`src/rtl/vecmat_reduce_acc_32_pkg.sv`:
```
// rtl/vecmat_reduce_acc_32_pkg.sv - shared constants, state enum and helpers for the reduce/accumulate block
//
// Purpose : common definitions for vecmat_reduce_acc_32 and adder_tree_32.
//           Data is two's complement with 12 fraction bits throughout; no rescaling.
// Contents: LANES, DATA_WIDTH, TREE_LAT, TREE_WIDTH, ACC_WIDTH constants,
//           lane_slice() lane extractor, state_t enum, sat16() output saturation.
package vecmat_reduce_acc_32_pkg;

    localparam int LANES      = 32;
    localparam int DATA_WIDTH = 16;
    localparam int TREE_LAT   = $clog2(LANES);
    // Each tree level grows the sum by one bit, so the root can never overflow.
    localparam int TREE_WIDTH = DATA_WIDTH + TREE_LAT;
    // Accumulator is sized for groups of up to MAX_ROWS beats so it cannot wrap.
    localparam int MAX_ROWS   = 32;
    localparam int ACC_WIDTH  = DATA_WIDTH + TREE_LAT + $clog2(MAX_ROWS);

    localparam logic signed [ACC_WIDTH-1:0] SAT_MAX =
        {{(ACC_WIDTH-DATA_WIDTH+1){1'b0}}, {(DATA_WIDTH-1){1'b1}}};
    localparam logic signed [ACC_WIDTH-1:0] SAT_MIN =
        {{(ACC_WIDTH-DATA_WIDTH+1){1'b1}}, {(DATA_WIDTH-1){1'b0}}};

    typedef enum logic [1:0] {
        ACCUM = 2'd0,
        DRAIN = 2'd1,
        HOLD  = 2'd2
    } state_t;

    // Lane i of a packed beat lives at bits [i*DATA_WIDTH +: DATA_WIDTH].
    function automatic logic signed [DATA_WIDTH-1:0] lane_slice(
        input logic [LANES*DATA_WIDTH-1:0] data,
        input int unsigned                 idx
    );
        return data[idx*DATA_WIDTH +: DATA_WIDTH];
    endfunction

    // Clamp a full-width sum to the signed 16-bit output range.
    function automatic logic [DATA_WIDTH-1:0] sat16(input logic signed [ACC_WIDTH-1:0] v);
        if (v > SAT_MAX) begin
            return {1'b0, {(DATA_WIDTH-1){1'b1}}};
        end else if (v < SAT_MIN) begin
            return {1'b1, {(DATA_WIDTH-1){1'b0}}};
        end else begin
            return v[DATA_WIDTH-1:0];
        end
    endfunction

endpackage

```
`src/rtl/vecmat_reduce_acc_32_adder_tree.sv`:
```
// rtl/vecmat_reduce_acc_32_adder_tree.sv - pipelined LANES-input signed adder tree with valid/last pipe
//
// Purpose : reduces one packed beat of LANES signed lanes to a single sum.
//           The beat is registered on acceptance, then log2(LANES) adder levels
//           follow, so o_sum is valid TREE_LAT edges after the accepting edge.
// Ports   : clk, reset (async, active-high)
//           i_clear  - synchronous discard of every beat in flight (valid pipe only)
//           i_valid  - i_data is a beat to reduce;  i_last - tag carried with the beat
//           i_data   - packed lanes
//           o_valid/o_last/o_sum - root of the tree with its tags
//           o_busy   - any beat in flight
module adder_tree_32
    import vecmat_reduce_acc_32_pkg::*;
(
    input  logic                          clk,
    input  logic                          reset,
    input  logic                          i_clear,
    input  logic                          i_valid,
    input  logic                          i_last,
    input  logic [LANES*DATA_WIDTH-1:0]   i_data,
    output logic                          o_valid,
    output logic                          o_last,
    output logic signed [TREE_WIDTH-1:0]  o_sum,
    output logic                          o_busy
);

    // Heap layout: node n has children 2n and 2n+1, leaves occupy LANES..2*LANES-1,
    // node 1 is the root. All leaves sit at the same depth, so every node register
    // is one pipeline stage and the tree is balanced by construction. Nodes are
    // held at full root width; the upper bits of shallow levels are sign copies.
    logic signed [TREE_WIDTH-1:0] r_node [1:2*LANES-1];
    // Bit 0 pairs with the leaf stage, bit TREE_LAT with the root.
    logic [TREE_LAT:0]            r_vld;
    logic [TREE_LAT:0]            r_last;

    always_ff @(posedge clk or posedge reset) begin
        if (reset) begin
            for (int n = 1; n < 2*LANES; n++) begin
                r_node[n] <= '0;
            end
            r_vld  <= '0;
            r_last <= '0;
        end else begin
            // Data moves every cycle; the valid pipe says which stages mean anything.
            for (int i = 0; i < LANES; i++) begin
                r_node[LANES+i] <= TREE_WIDTH'(lane_slice(i_data, i));
            end
            for (int n = 1; n < LANES; n++) begin
                r_node[n] <= r_node[2*n] + r_node[2*n+1];
            end
            if (i_clear) begin
                r_vld  <= '0;
                r_last <= '0;
            end else begin
                r_vld  <= {r_vld[TREE_LAT-1:0],  i_valid};
                r_last <= {r_last[TREE_LAT-1:0], i_valid & i_last};
            end
        end
    end

    assign o_valid = r_vld[TREE_LAT];
    assign o_last  = r_last[TREE_LAT];
    assign o_sum   = r_node[1];
    assign o_busy  = |r_vld;

endmodule

```
`src/rtl/vecmat_reduce_acc_32.sv`:
```
// rtl/vecmat_reduce_acc_32.sv - reduce 32 product lanes per beat and accumulate ROWS beats into one saturated element
//
// Purpose : consumer of the 32-lane elementwise multiplier. Each beat is summed by
//           adder_tree_32, ROWS tree sums are accumulated, and the saturated
//           16-bit result is offered downstream over valid/ready.
// Ports   : clk, reset (async, active-high)
//           in_valid/in_ready/in_data - packed product beats, lane i at in_data[i*16 +: 16]
//           flush                     - synchronous discard of the partial group
//           out_valid/out_ready/out_data - completed saturated sum
//           busy                      - a beat has been accepted and its result not yet delivered
module vecmat_reduce_acc_32
    import vecmat_reduce_acc_32_pkg::*;
#(
    parameter int ROWS = 32
) (
    input  logic                        clk,
    input  logic                        reset,
    input  logic                        in_valid,
    output logic                        in_ready,
    input  logic [LANES*DATA_WIDTH-1:0] in_data,
    input  logic                        flush,
    output logic                        out_valid,
    input  logic                        out_ready,
    output logic [DATA_WIDTH-1:0]       out_data,
    output logic                        busy
);

    localparam int CNT_W = (ROWS > 1) ? $clog2(ROWS) : 1;

    state_t                       r_state;
    state_t                       w_next;
    logic [CNT_W-1:0]             r_cnt;
    logic signed [ACC_WIDTH-1:0]  r_acc;
    logic                         r_out_valid;
    logic [DATA_WIDTH-1:0]        r_out_data;

    logic                         w_accept;
    logic                         w_last_beat;
    logic                         w_tree_valid;
    logic                         w_tree_last;
    logic signed [TREE_WIDTH-1:0] w_tree_sum;
    logic                         w_tree_busy;
    logic signed [ACC_WIDTH-1:0]  w_acc_sum;
    logic                         w_final;

    assign in_ready    = (r_state == ACCUM);
    // A beat presented together with flush is dropped.
    assign w_accept    = in_valid && in_ready && !flush;
    assign w_last_beat = (r_cnt == CNT_W'(ROWS - 1));

    adder_tree_32 u_tree (
        .clk     (clk),
        .reset   (reset),
        .i_clear (flush),
        .i_valid (w_accept),
        .i_last  (w_last_beat),
        .i_data  (in_data),
        .o_valid (w_tree_valid),
        .o_last  (w_tree_last),
        .o_sum   (w_tree_sum),
        .o_busy  (w_tree_busy)
    );

    assign w_acc_sum = r_acc + ACC_WIDTH'(w_tree_sum);
    // The group's final beat is tagged in the tree, so its sum marks the result.
    assign w_final   = (r_state == DRAIN) && w_tree_valid && w_tree_last;

    always_ff @(posedge clk or posedge reset) begin
        if (reset) begin
            r_state <= ACCUM;
        end else begin
            r_state <= w_next;
        end
    end

    always_comb begin
        w_next = r_state;
        case (r_state)
            ACCUM:   if (w_accept && w_last_beat) w_next = DRAIN;
            DRAIN:   if (w_final)                 w_next = HOLD;
            HOLD:    if (out_ready)               w_next = ACCUM;
            default:                              w_next = ACCUM;
        endcase
        if (flush) begin
            w_next = ACCUM;
        end
    end

    always_ff @(posedge clk or posedge reset) begin
        if (reset) begin
            r_cnt       <= '0;
            r_acc       <= '0;
            r_out_valid <= 1'b0;
            r_out_data  <= '0;
        end else if (flush) begin
            r_cnt       <= '0;
            r_acc       <= '0;
            r_out_valid <= 1'b0;
        end else begin
            if (w_accept) begin
                r_cnt <= w_last_beat ? '0 : r_cnt + 1'b1;
            end
            // Only the finished sum is saturated; partial sums stay full width.
            if (w_final) begin
                r_out_data  <= sat16(w_acc_sum);
                r_out_valid <= 1'b1;
                r_acc       <= '0;
            end else if (w_tree_valid) begin
                r_acc <= w_acc_sum;
            end
            if ((r_state == HOLD) && out_ready) begin
                r_out_valid <= 1'b0;
            end
        end
    end

    assign out_valid = r_out_valid;
    assign out_data  = r_out_data;
    assign busy      = (r_state != ACCUM) || (r_cnt != '0) || w_tree_busy;

endmodule
```
`config.mk`:
```
export PLATFORM = sky130hd
export DESIGN_NAME = vecmat_reduce_acc_32
export DESIGN_NICKNAME = d
export VERILOG_FILES = /design/src/rtl/vecmat_reduce_acc_32_pkg.sv /design/src/rtl/vecmat_reduce_acc_32_adder_tree.sv /design/src/rtl/vecmat_reduce_acc_32.sv
export SDC_FILE = /design/constraint.sdc
export NUM_CORES = 2
export LEC_CHECK = 0
export ABC_CLOCK_PERIOD_IN_PS = 74500
export CORE_AREA = 8 8 338 340
export CTS_CLUSTER_DIAMETER = 150
export CTS_CLUSTER_SIZE = 14
export DETAILED_ROUTE_END_ITERATION = 12
export DIE_AREA = 0 0 346 348
export GPL_TIMING_DRIVEN = 0
export PLACE_DENSITY = 0.69
export SYNTH_ARGS = -nofsm -noshare
export SYNTH_HDL_FRONTEND = slang
export SYNTH_SLANG_ARGS = --single-unit
export TNS_END_PERCENT = 100
```
`constraint.sdc`:
```
create_clock -name clk -period 74.5 [get_ports clk]
set_input_delay 14.9 -clock clk [delete_from_list [all_inputs] [get_ports clk]]
set_output_delay 14.9 -clock clk [all_outputs]
set_load 0.005 [all_outputs]
```
==> key figures <==
Critical path
  • Worst EP arrival: 17.70 ns
  • Setup CP Type: input port to flop
  • Worst setup SP type: input port
  • Worst-path fanout max: 10
  • Most used cell, CP: nor3_1
  • Buf+Inv Stages, Crit Path: 2
  • Worst-path cell chain: clkdlybuf4s50_1 > nor3_1 > or4b_1 > nor3_1 > a41o_1 > buf_4 > a21oi_1
  • CP endpoint kind: flop
  • Largest stage delay, worst path: between 0.9 and 1 ns
  • Worst path top cell family by delay: simple AND/OR/NAND/NOR gates
  • Crit path max-delay cell type: nor3_1
  • Critical Path RT: roughly 75 ns

Timing
  • Final Max Slew Viols: 0
  • Final Setup Violations: 0
  • Max Fclk: 0.0583 GHz
  • RSZ-0062 raised after global routing: false
  • Final period util: 23.0%
  • Slew @ Worst Pin: roughly 1.1 ns
  • Fin Clk Skew: roughly 0.016 ns
  • WHS: approximately 0.46 ns
  • Max-slew headroom: 26.3%
  • Final setup TNS: 0 ns
  • Min cycle time layout: 17.16 ns
  • Hold Vio Cnt, Final: 0

Clock tree
  • H-tree levels: 3
  • CTS tree: built
  • CTS resizes: 0
  • CTS Buf Count: 92
  • Cts hold-fix bufs: 0
  • Clock Latency Late Sink: 0.67 ns
  • Root buf cell: clkbuf_16
  • # Post-CTS Setup Buffers: 0
  • Clock-pin slew on the worst setup and hold paths: 0.06 ns
  • Clk buf depth: 3
  • Sink Count: 1,161

Layout
  • Leading cell type in the layout, fill and taps excluded: dfrtp_1
  • # diodes: 0
  • Layout Nets: 6,429
  • Fin util: 58.3%
  • Most frequent cells in the layout: dfrtp_1 (1,161), ha_1 (560), clkdlybuf4s50_1 (535)
  • Layout area overhead: 18.1%
  • Share of post-route cells with drive strength above 1: 3.12%
  • Final instance area: 63,800 µm²

Drt
  • Final wirelength: 113 mm
  • Via density: about 5.3
  • Initial DRC count: 1,676
  • DR pass1 iterations: 7
  • Vias: 35,500
  • Remaining DRCs: 0
  • Routed Antenna Nets: 0
  • Routed wire per std cell: 16.7 µm

Pwr
  • P_sw: 0.789 mW
  • Internal power: ~1.4 mW
  • Power Density: 34.7 nW/µm²
  • Net Sw Frac: 35.7%
  • Share of power burned in registers: 38.1%
  • Leak: 29.2 nW
  • Comb pwr share: 42.3%
  • Peak VDD IR: about 0.021 mV
  • Clk pwr share: around a fifth

Placed design
  • I/O Buffers: 535
  • Detail Placement HPWL: 86.4 mm
  • GP Congestion: roughly 0.87
  • Placed standard-cell area: 61,400 µm²

Synthesis
  • Area contributors post-synth: dfrtp_1 (54%), ha_1 (13%), xnor2_1 (5.6%), a21oi_1 (2.8%), o21ai_0 (2.5%)
  • Post-synthesis sequential area ratio: 53.8%
  • Post-synth ARST share: 100%
  • Main flop type after synthesis: dfrtp_1
  • Yosys top cell area share: approximately 54%
  • Syn Inst Count: 4,682
  • Unique masters post-synth: 66
  • Synth Warn #: 0
  • Synth Cell Area: 54,000 µm²
  • Flop and latch count out of synthesis: 1,161
  • Avg Inst Size Synth: 11.5 µm²
  • EDFF count, synth: 0
  • Mapped Nets: 5,791
  • Area leader, netlist: dfrtp_1

Die
  • Ports: 536
  • Die height: 348 µm
  • Die width: 346 µm
  • CORE AREA: 109,000 µm²
  • Initial Util: 49.4%
  • Die area: 120,000 µm²
  • Core Rows: 122

GRT
  • Vias in the first global route: between 30,000 and 40,000
  • Total Routing Usage GR: 18.7%
  • Initial antenna violation count: 1
  • Grt ovf: 0
  • Global-route wire length before repair: between 150 and 200 mm
  • Largest net degree at the start of global routing: between 100 and 150

Status
  • Status: completed

Flow run
  • Max-Cap Viols: 0

Hold path
  • Worst hold path type: flop to flop
cells in the mapped netlist, types with 84 or more instances:
cell     instances
a21oi_1        300
xnor2_1        343
nor3_1         106
nand2_1        156
dfrtp_1       1161
and3_1          84
inv_1          355
o21ai_0        269
nand3_1        126
ha_1           560
nor2_1         317
a21o_1          86
worst paths after layout:
kind / from / end / slack [ns] / cells after the start
setup reg to reg: r_acc[9] / out_data[1] / 70.62 / 12
hold reg to reg: u_tree.r_node[567] / u_tree.r_node[945] / 0.46 / 1
min in group asynchronous: reset / u_tree.r_node[24] / 14.75 / 2
setup / recovery: flush / out_data[1] / 57.34 / 7
max in group asynchronous: reset / u_tree.r_node[454] / 57.58 / 5
hold / removal: u_tree.r_node[567] / u_tree.r_node[945] / 0.46 / 1
power groups by stage:
stage / Sequential, mW / Clock (mW) / Combinational (mW)
floorplan: 0.825 / 0 / 0.725
global placement: 0.861 / 0 / 0.916
detailed placement: 0.854 / 0 / 0.935
CTS: 0.845 / 0.452 / 0.944
global route: 0.854 / 0.475 / 1.06
finish: 0.842 / 0.434 / 0.936
metrics by stage:
| stage | cells | power (mW) | setup WS, ns |
|---|---|---|---|
| finish | 6751 | 2.21 | 57.34 |
| global placement | 6643 | 1.78 | 15.67 |
| global route | 6751 | 2.39 | 57.23 |
| CTS | 6751 | 2.24 | 57.43 |
| detailed placement | 6652 | 1.79 | 56.75 |
| floorplan | 4682 | 1.55 | 26.90 |
routing by layer:
metal  wire, µm  vias to the layer above  track usage [%]
li1           -                    17600                -
met1      51600                    17100             25.1
met2      54200                      618             31.5
met3       4330                      160             3.21
met4       2630                        2             4.68
met5         13                        -                0
kinds of logic (layout without fill, tap and decap cells):
logic type / after synthesis / count (layout) / share of synthesized area (%)
muxes: 2 / 2 / 0.0417
DFF: 1161 / 1161 / 53.8
xor gates and xnor gates: 410 / 410 / 6.65
and+or+nand+nor: 1082 / 1082 / 9.94
adders and majority gates: 592 / 592 / 14.2
AOI/OAI and AO/OA: 1068 / 1068 / 12.8
buffers and inverters: 367 / 1010 / 2.59
registers in the layout, summed over array words and instances, names as in the netlist:
name           flops
r_acc             26
u_tree.r_node   1078
u_tree.o_sum      21
u_tree.r_last      6
out_valid          1
out_data          16
r_cnt              5
r_state            2
u_tree.r_vld       6
area by class of cell:
cell class                      instances  area [µm²]
Clock buffer                           94        2330
Tap cell                             1426        1780
Fill cell                            9017       45500
Buffer                                 12        65.1
Clock inverter                          5        58.8
Multi-Input combinational cell       3154       23500
Inverter                              355        1340
Sequential cell                      1161       29100
Timing Repair Buffer                  544        5600
(Power assumes the default switching activity.)
